### config.mk
export PLATFORM = sky130hd
export DESIGN_NAME = mips_writeback_ctrl
export DESIGN_NICKNAME = d
export VERILOG_FILES = /design/src/rtl/mips_wb_pkg.sv /design/src/rtl/mips_load_align.sv /design/src/rtl/mips_writeback_ctrl.sv
export SDC_FILE = /design/constraint.sdc
export NUM_CORES = 1
export LEC_CHECK = 0
export CORE_UTILIZATION = 30
export CTS_BUF_LIST = sky130_fd_sc_hd__clkbuf_16
export DETAILED_ROUTE_END_ITERATION = 10
export SYNTH_ARGS = -nofsm -noshare
export SYNTH_HDL_FRONTEND = slang
export SYNTH_SLANG_ARGS = --single-unit
### constraint.sdc
create_clock -name clk -period 2.1 [get_ports clk]
set_input_delay 0.42 -clock clk [delete_from_list [all_inputs] [get_ports clk]]
set_output_delay 0.42 -clock clk [all_outputs]
set_load 0.05 [all_outputs]
### src/rtl/mips_wb_pkg.sv
// Shared opcode constants, FSM/source enums and the writeback decoder
// for the multicycle MIPS writeback sequencer.
package mips_wb_pkg;

  localparam logic [5:0] OP_SPECIAL = 6'h00;
  localparam logic [5:0] OP_REGIMM  = 6'h01;
  localparam logic [5:0] OP_J       = 6'h02;
  localparam logic [5:0] OP_JAL     = 6'h03;
  localparam logic [5:0] OP_BEQ     = 6'h04;
  localparam logic [5:0] OP_BNE     = 6'h05;
  localparam logic [5:0] OP_BLEZ    = 6'h06;
  localparam logic [5:0] OP_BGTZ    = 6'h07;
  localparam logic [5:0] OP_LB      = 6'h20;
  localparam logic [5:0] OP_LH      = 6'h21;
  localparam logic [5:0] OP_LWL     = 6'h22;
  localparam logic [5:0] OP_LW      = 6'h23;
  localparam logic [5:0] OP_LBU     = 6'h24;
  localparam logic [5:0] OP_LHU     = 6'h25;
  localparam logic [5:0] OP_LWR     = 6'h26;
  localparam logic [5:0] OP_SB      = 6'h28;
  localparam logic [5:0] OP_SH      = 6'h29;
  localparam logic [5:0] OP_SWL     = 6'h2A;
  localparam logic [5:0] OP_SW      = 6'h2B;
  localparam logic [5:0] OP_SWR     = 6'h2E;

  localparam logic [5:0] FN_JR      = 6'h08;
  localparam logic [5:0] FN_JALR    = 6'h09;
  localparam logic [5:0] FN_SYSCALL = 6'h0C;
  localparam logic [5:0] FN_BREAK   = 6'h0D;
  localparam logic [5:0] FN_MTHI    = 6'h11;
  localparam logic [5:0] FN_MTLO    = 6'h13;
  localparam logic [5:0] FN_MULT    = 6'h18;
  localparam logic [5:0] FN_MULTU   = 6'h19;
  localparam logic [5:0] FN_DIV     = 6'h1A;
  localparam logic [5:0] FN_DIVU    = 6'h1B;

  localparam logic [4:0] RI_BLTZAL  = 5'h10;
  localparam logic [4:0] RI_BGEZAL  = 5'h11;

  typedef enum logic [1:0] {
    IDLE, WAIT_MEM, WRITE, DONE
  } wb_state_t;

  typedef enum logic [1:0] {
    SRC_ALU, SRC_MEM, SRC_LINK
  } wb_src_t;

  typedef struct packed {
    logic       wr;
    wb_src_t    src;
    logic [4:0] dest;
  } wb_dec_t;

  function automatic wb_dec_t wb_decode(input logic [31:0] ins);
    wb_dec_t    d;
    logic [5:0] op;
    logic [5:0] fn;
    logic [4:0] rt;
    op     = ins[31:26];
    fn     = ins[5:0];
    rt     = ins[20:16];
    d.wr   = 1'b1;
    d.src  = SRC_ALU;
    d.dest = rt;
    unique case (1'b1)
      (op == OP_SPECIAL): begin
        d.dest = ins[15:11];
        if (fn == FN_JALR)
          d.src = SRC_LINK;
        else if (fn inside {FN_JR, FN_SYSCALL, FN_BREAK,
                            FN_MTHI, FN_MTLO, FN_MULT,
                            FN_MULTU, FN_DIV, FN_DIVU})
          d.wr = 1'b0;
      end
      (op == OP_REGIMM): begin
        if (rt inside {RI_BLTZAL, RI_BGEZAL}) begin
          d.dest = 5'd31;
          d.src  = SRC_LINK;
        end else begin
          d.wr = 1'b0;
        end
      end
      (op == OP_JAL): begin
        d.dest = 5'd31;
        d.src  = SRC_LINK;
      end
      (op inside {OP_J, OP_BEQ, OP_BNE, OP_BLEZ, OP_BGTZ,
                  OP_SB, OP_SH, OP_SWL, OP_SW, OP_SWR}):
        d.wr = 1'b0;
      (op inside {OP_LB, OP_LH, OP_LWL, OP_LW,
                  OP_LBU, OP_LHU, OP_LWR}):
        d.src = SRC_MEM;
      default: ;
    endcase
    return d;
  endfunction

endpackage

### src/rtl/mips_load_align.sv
// Little-endian load lane selection, extension and LWL/LWR merge
// of the returned memory word into the old rt value.
module mips_load_align
  import mips_wb_pkg::*;
(
  input  logic [5:0]  opcode,
  input  logic [1:0]  addr_lo,
  input  logic [31:0] mem_rdata,
  input  logic [31:0] old_rt,
  output logic [31:0] load_data
);

  logic [7:0]  b;
  logic [15:0] h;

  always_comb begin
    b = mem_rdata[{addr_lo, 3'b000} +: 8];
    h = addr_lo[1] ? mem_rdata[31:16] : mem_rdata[15:0];
    load_data = mem_rdata;
    unique case (opcode)
      OP_LB:  load_data = {{24{b[7]}}, b};
      OP_LBU: load_data = {24'd0, b};
      OP_LH:  load_data = {{16{h[15]}}, h};
      OP_LHU: load_data = {16'd0, h};
      OP_LWL: begin
        case (addr_lo)
          2'd0: load_data = {mem_rdata[7:0], old_rt[23:0]};
          2'd1: load_data = {mem_rdata[15:0], old_rt[15:0]};
          2'd2: load_data = {mem_rdata[23:0], old_rt[7:0]};
          2'd3: load_data = mem_rdata;
        endcase
      end
      OP_LWR: begin
        case (addr_lo)
          2'd0: load_data = mem_rdata;
          2'd1: load_data = {old_rt[31:24], mem_rdata[31:8]};
          2'd2: load_data = {old_rt[31:16], mem_rdata[31:16]};
          2'd3: load_data = {old_rt[31:8], mem_rdata[31:24]};
        endcase
      end
      default: ;
    endcase
  end

endmodule

### src/rtl/mips_writeback_ctrl.sv
// Writeback sequencer driving the register-file write port and commit.
// Optional WB_BYPASS_EN adds byp_valid/byp_addr/byp_data forwarding ports.
module mips_writeback_ctrl
  import mips_wb_pkg::*;
#(
  parameter int unsigned MEM_TIMEOUT = 255,
  parameter int unsigned LINK_OFFSET = 8
) (
  input  logic        clk,
  input  logic        reset,
  input  logic        active,
  input  logic        wb_valid,
  output logic        wb_ready,
  input  logic [31:0] instr,
  input  logic [31:0] alu_result,
  input  logic [31:0] pc,
  input  logic [31:0] old_rt,
  input  logic [1:0]  addr_lo,
  input  logic [31:0] mem_rdata,
  input  logic        mem_rvalid,
  output logic        rf_we,
  output logic [4:0]  rf_waddr,
  output logic [31:0] rf_wdata,
  output logic        commit,
  output logic        mem_err
`ifdef WB_BYPASS_EN
  ,
  output logic        byp_valid,
  output logic [4:0]  byp_addr,
  output logic [31:0] byp_data
`endif
);

  localparam logic [15:0] TMO = 16'(MEM_TIMEOUT);

  wb_state_t   state_q, state_d;
  wb_dec_t     dec;
  logic [5:0]  op_q;
  logic [1:0]  alo_q;
  logic [31:0] old_rt_q;
  logic [4:0]  waddr_q;
  logic [31:0] wdata_q;
  logic [15:0] cnt_q, cnt_inc;
  logic        err_q;
  logic        xfer, ld_hit, abort;
  logic [31:0] ld_val;

  assign dec = wb_decode(instr);

  mips_load_align u_align (
    .opcode    (op_q),
    .addr_lo   (alo_q),
    .mem_rdata (mem_rdata),
    .old_rt    (old_rt_q),
    .load_data (ld_val)
  );

  always_comb begin
    state_d = state_q;
    cnt_inc = cnt_q + 16'd1;
    xfer    = 1'b0;
    ld_hit  = 1'b0;
    abort   = 1'b0;
    if (active) begin
      unique case (state_q)
        IDLE: if (wb_valid) begin
          xfer = 1'b1;
          if (!dec.wr)
            state_d = DONE;
          else if (dec.src == SRC_MEM)
            state_d = WAIT_MEM;
          else
            state_d = WRITE;
        end
        // a response on the expiry cycle still completes the load
        WAIT_MEM: if (mem_rvalid) begin
          ld_hit  = 1'b1;
          state_d = WRITE;
        end else if (MEM_TIMEOUT != 0 && cnt_inc == TMO) begin
          abort   = 1'b1;
          state_d = DONE;
        end
        WRITE:   state_d = DONE;
        DONE:    state_d = IDLE;
        default: state_d = IDLE;
      endcase
    end
  end

  always_ff @(posedge clk) begin
    if (reset) begin
      state_q  <= IDLE;
      op_q     <= '0;
      alo_q    <= '0;
      old_rt_q <= '0;
      waddr_q  <= '0;
      wdata_q  <= '0;
      cnt_q    <= '0;
      err_q    <= 1'b0;
    end else begin
      state_q <= state_d;
      if (xfer) begin
        op_q     <= instr[31:26];
        alo_q    <= addr_lo;
        old_rt_q <= old_rt;
        waddr_q  <= dec.wr ? dec.dest : 5'd0;
        wdata_q  <= (dec.src == SRC_LINK)
                    ? pc + 32'(LINK_OFFSET) : alu_result;
        cnt_q    <= '0;
        err_q    <= 1'b0;
      end
      if (active && state_q == WAIT_MEM)
        cnt_q <= cnt_inc;
      if (ld_hit)
        wdata_q <= ld_val;
      if (abort)
        err_q <= 1'b1;
    end
  end

  assign wb_ready = (state_q == IDLE);
  assign rf_we    = active && state_q == WRITE && waddr_q != 5'd0;
  assign commit   = active && state_q == DONE;
  assign rf_waddr = waddr_q;
  assign rf_wdata = wdata_q;
  assign mem_err  = err_q;

`ifdef WB_BYPASS_EN
  assign byp_valid = (state_q == WRITE || state_q == DONE)
                     && waddr_q != 5'd0 && !err_q;
  assign byp_addr  = waddr_q;
  assign byp_data  = wdata_q;
`endif

endmodule
==> Word level (Yosys, flattened, before mapping) <==
Cells that the tools add are included.
{ "totals": {"out_inout_bits": 41, "register_bits": 96, "input_bits": 167} }
{ "op_classes": {"muxes": 36, "eq_ne": 48, "reduce_logical": 16, "shift": 1, "addsub": 2} }
{ "ops": {"columns": ["operator", "n"], "rows": [
  ["$pmux 32 s4", 2],
  ["$pmux 32 s6", 1],
  ["$eq 6x6->1 const B", 18],
  ["$mux 32", 3],
  ["$mux 16", 3],
  ["$eq 6x5->1 const B", 6],
  ["$add 32x4->32 const B", 1],
  ["$shiftx 32x6->8", 1],
  ["$eq 6x3->1 const B", 4],
  ["$eq 6x4->1 const B", 4],
  ["$add 16x1->16 const B", 1],
  ["$eq 16x8->1 const B", 1],
  ["$pmux 2 s4", 2],
  ["$mux 1", 15],
  ["$pmux 5 s3", 1],
  ["$eq 6x2->1 const B", 2],
  ["$mux 2", 6],
  ["$eq 2x2->1 const B", 5],
  ["$eq 5x5->1 const B", 2],
  ["$reduce_bool 10->1", 1],
  ["$reduce_bool 9->1", 1],
  ["$reduce_bool 2->1", 4],
  ["$mux 7", 1],
  ["$reduce_bool 7->1", 1],
  ["11 further kinds", 17]
]} }

==> Logic depth before layout (Yosys ltp) <==
{ "depth": {"ltp_word": 9, "depth_mapped": 10, "mapped_depth_nobuf": 8} }

==> By module <==
From an unflattened synthesis, not the netlist that was laid out.
{ "hier_totals": {"cells_unflattened": 964, "area_unflattened_um2": 7171.9} }
{ "by_module_without_submodules": {"columns": ["module", "n_inst", "cells_per_inst", "area_per_inst_um2"], "rows": [
  ["mips_writeback_ctrl", 1, 717, 5256.3],
  ["mips_load_align", 1, 247, 1915.6]
]} }

==> Least setup slack after synthesis <==
OpenSTA, ideal clock, no wires.
{ "synth_timing": {"path_type": "register to register", "from": "reg state_q[0]", "to": "reg wdata_q[8] (netlist: rf_wdata[8])", "setup_slack_ps": -205, "setup_ps": 126, "stages_incl_launch_ff": 9, "required_ps": 1974, "n_path_buf": 3, "period_less_slack_ps": 2305, "arrival_time_ps": 2179, "cell_sequence": "dfxtp_1 -> inv_1 -> ha_1 -> and3_1 -> clkbuf_1 -> buf_2 -> buf_1 -> mux2i_1 -> o22ai_1"} }
{ "synth_via": {"elab_chain_len": 4} }
{ "synth_lines": {"columns": ["item", "line", "text"], "rows": [
  ["from (decl)", "mips_writeback_ctrl.sv:36", "wb_state_t state_q, state_d;"],
  ["from (signal assigned)", "mips_writeback_ctrl.sv:101", "state_q <= state_d;"],
  ["$logic_not 2->1", null, null],
  ["net wb_ready", "mips_writeback_ctrl.sv:13", "output logic wb_ready,"],
  ["$mux 1", "mips_writeback_ctrl.sv:65", "unique case (state_q)"],
  ["$mux 1", "mips_writeback_ctrl.sv:64", "if (active) begin"],
  ["$reduce_bool 2->1 (no source line)", null, null],
  ["to (signal assigned)", "mips_writeback_ctrl.sv:107", "wdata_q <= (dec.src == SRC_LINK)"],
  ["to (signal assigned)", "mips_writeback_ctrl.sv:115", "wdata_q <= ld_val;"],
  ["to (decl)", "mips_writeback_ctrl.sv:42", "logic [31:0] wdata_q;"]
]} }
The timed path passes the listed nets, and every way through them passes these cells.
A chain may end at the register's enable or synchronous reset.

==> Worst setup path after layout <==
{ "layout_timing": {"from": "reg op_q[4]", "to": "reg wdata_q[22] (netlist: rf_wdata[22])"} }
{ "layout_via": {"elab_chain_len": 3} }
{ "layout_lines": {"columns": ["item", "line", "text"], "rows": [
  ["from (decl)", "mips_writeback_ctrl.sv:38", "logic [5:0] op_q;"],
  ["from (signal assigned)", "mips_writeback_ctrl.sv:103", "op_q <= instr[31:26];"],
  ["$eq 6x6->1", "mips_load_align.sv:20", "unique case (opcode)"],
  ["$pmux 32 s6 (*)", "mips_load_align.sv:20", null],
  ["$mux 32 (*)", "mips_writeback_ctrl.sv:114", "if (ld_hit)"]
]} }
Every way passes the cells marked *; elsewhere a longest branch is shown, timed or not.

==> results by group <==
STA
  – Final setup violation count: 0
  – Tightest Pin Transition: 0.572 ns
  – Max transition margin: 61.7%
  – Period utilization: 99.7%
  – Worst hold slack: 0.393 ns
  – Max Freq: 0.477 GHz
  – Final setup margin: 0.00528 ns
  – Clock skew: 0.0135 ns
  – Final Hold Violating Endpoints: 0
  – Max-slew violations: 0
  – Fin crit period: 2.09 ns
  – RSZ-0062 raised after global routing: yes

Final layout
  – Final instance area: 12300 um^2
  – Finished Core Util: 51.8%
  – Share of layout cells above drive strength 1: 28.9%
  – Post-route insts no fill: 1689
  – Synth-to-Final Area Change: 67.7%
  – Fill count: 2283
  – Most common cell after layout, fill and taps aside: buf_4
  – Fin nets: 1539
  – Commonest non-fill, non-tap cells in the layout: buf_4 (213), nand2_1 (177), clkdlybuf4s50_1 (171), a21oi_1 (90), dfxtp_1 (87)
  – Storage element area: 1940 um^2
  – Area of the multi-input gates: 5500 um^2

Clock network
  – Clk Tree Root Cell: clkbuf_16
  – H-tree depth reported by CTS: 3
  – Clk sinks: 96
  – CTS hold repair buffers: 0
  – CTS Buf Count: 9
  – Worst-path clk slew: 0.08 ns
  – Clock buffer depth: 2
  – CTS tree: yes
  – Clk Latency, worst-skew pair: 0.36 ns

Detailed routing
  – Vias: 9072
  – DRT Pass-1 Iters: 5
  – 1st-iter DRT viols: 619
  – Vias per cell: 5.37
  – ANT nets after route: 0
  – # DRC: 0
  – Drt total wl: 32000 um
  – Wire per inst: 18.9 um

Synth
  – Syn Area/Cell: 7.37 um^2
  – Sequential share of the synthesized area: 26.3%
  – Synth Net Count: 1167
  – Count of flip-flops with a built-in enable after synthesis: 0
  – Unique masters post-synth: 73
  – Synth Instances: 993
  – #FFs+latches synth: 96
  – Yosys warnings: 0
  – Post-synthesis cell area: 7320 um^2
  – Top_reg_cell synth: dfxtp_1
  – Async set or reset register ratio after synthesis: 0%

Setup path
  – Worst R2R Setup Slack: 0.005 ns
  – Crit path kind: reg -> reg
  – CP endpoint kind: register
  – Largest fanout on the critical path: 4
  – Req. time, crit path: 2.38 ns
  – Worst EP arrival: 2.38 ns
  – R2R Path End: rf_wdata[22]
  – FF-to-FF path depth: 8
  – RR Startpoint: op_q[4]
  – Startpoint types: register

Power and ir drop
  – Pwr Density: 481 nW/um^2
  – VDD IR max: 0.344 mV
  – Lkg Pwr: 4.64 nW

Placement
  – Post-DP Area: 11200 um^2
  – Place WS: -0.510 ns
  – DP HPWL: 24800 um
  – Routability cong.: 1.00
  – Port Buffers: 197
  – Post-Place Cells: 1658

Min path
  – Hold-critical path depth: 2
  – Hold wc startpoint: reset
  – Hold WC Path Type: in -> reg
  – Hold Crit Endpoint: rf_wdata[5]

Floorplan
  – Die area: 25000 um^2
  – IO Pins: 208
  – Die Ht: 158 um
  – Core ar.: 23700 um^2
  – Row count: 56
  – Starting Density: 30.9%
  – Die span in x: 158 um

GRT
  – Overall global routing resource usage: 24.8%
  – Initial antenna violation count: 0
  – Vias in the first global route: 8557
  – First-pass GRT wire length: 47000 um
  – Maximum number of pins on one net before global-route repair: 64
  – Total gr overflow: 0

Status
  – Status: finished, final reports clean

Flow run
  – MaxCap Viol Count: 0
[worst max path at each step]
stage | startpoint | to | cells after the start
floorplan | instr[27] | rf_wdata[8] | 8
global placement | mem_rdata[31] | rf_wdata[27] | 8
detailed placement | pc[3] | rf_wdata[30] | 7
CTS | op_q[4] | rf_wdata[22] | 8
global route | cnt_q[6] | state_q[1] | 7
finish | op_q[4] | rf_wdata[22] | 8
[critical path: stages (launching register included)]
cell and delay, ns:
dfxtp_2 0.32, or3b_4 0.40, or3_4 0.39, buf_6 0.14
o21ai_4 0.21, nor2_4 0.06, buf_6 0.12, a211o_1 0.26
a211oi_2 0.14
[state kept, by name, indices dropped and copies added, names as in the netlist]
| name | cells |
|---|---|
| old_rt_q | 32 |
| cnt_q | 16 |
| rf_wdata | 32 |
| op_q | 6 |
| mem_err | 1 |
| state_q | 2 |
| rf_waddr | 5 |
| alo_q | 2 |
[per-layer routing]
layer | track usage [%] | share of wire [%]
met5 | 0 | 0
met3 | 3.09 | 5.8
met4 | 12.5 | 4.3
met2 | 42.1 | 48
met1 | 30.8 | 42
[cells by family (layout without fill, tap and decap cells)]
| logic type | after synthesis | count (layout) | synth area share [%] |
|---|---|---|---|
| AO/OA/AOI/OAI | 300 | 300 | 27.6 |
| XOR/XNOR | 33 | 33 | 3.95 |
| adder cells (fa/ha/maj) | 7 | 7 | 1.20 |
| buffers and inverters | 90 | 466 | 5.11 |
| flip-flops | 96 | 96 | 26.3 |
| multiplexers | 73 | 73 | 10.5 |
| other | 0 | 1 | 0 |
| AND/OR/NAND/NOR | 394 | 394 | 25.4 |
[cells in the mapped netlist, types with 4 or more instances]
library cell / count / area [um^2]
dfxtp_1: 96 / 1920
nand2_1: 181 / 679
nor4_2: 4 / 50.1
and2_1: 5 / 31.3
nand2b_1: 10 / 62.6
or3_1: 6 / 37.5
a31oi_1: 12 / 75.1
and3_1: 10 / 62.6
a211oi_1: 17 / 128
nand3_1: 23 / 115
xnor2_1: 14 / 123
o21ai_0: 61 / 305
nor3_1: 17 / 85.1
a211o_1: 4 / 35.0
a2111oi_2: 6 / 90.1
clkbuf_1: 48 / 180
a311oi_1: 15 / 131
mux2i_1: 52 / 521
nor2b_1: 9 / 56.3
nor4_1: 4 / 25.0
o32ai_1: 9 / 78.8
buf_2: 20 / 100
o221ai_1: 9 / 78.8
nand4_1: 12 / 75.1
buf_1: 7 / 26.3
nor2_1: 82 / 308
a32oi_1: 4 / 35.0
xor2_1: 19 / 166
a221oi_1: 13 / 114
o211ai_1: 13 / 97.6
o22ai_1: 12 / 75.1
ha_1: 7 / 87.6
mux2_2: 20 / 225
inv_1: 12 / 45.0
or2_2: 7 / 43.8
and4_1: 4 / 35.0
a21o_1: 6 / 45.0
a21oi_1: 93 / 465
[cell type report]
class,count,area share [%]
Multi-Input combinational cell,807,44.8
Timing Repair Buffer,439,33.5
Sequential cell,96,15.8
Tap cell,319,3.25
Clock buffer,9,1.84
Clock inverter,6,0.439
Inverter,12,0.367
Antenna cell,1,0.0204
[per-stage QoR]
stage               setup TNS [ns]  power (mW)
global placement            -11.66        4.17
detailed placement          -12.99        4.18
global route                -0.318        6.16
floorplan                        0        3.09
CTS                        -0.0875        5.85
finish                           0        5.90
[power breakdown]
group / switching [mW] / total [mW] / internal (mW)
Clock: 0.802 / 1.62 / 0.817
Combinational: 1.19 / 2.24 / 1.05
Sequential: 0.0993 / 2.04 / 1.94
[repair_timing]
action                                  4_1_cts  5_1_grt
buffers inserted                             10        7
gates cloned                                  0        2
pin swaps                                    19       42
endpoints found under the setup margin       28       37
endpoints found under the hold margin         0        0
gates resized for setup                      53       92
No activity file was read; power rests on OpenSTA's default activity.
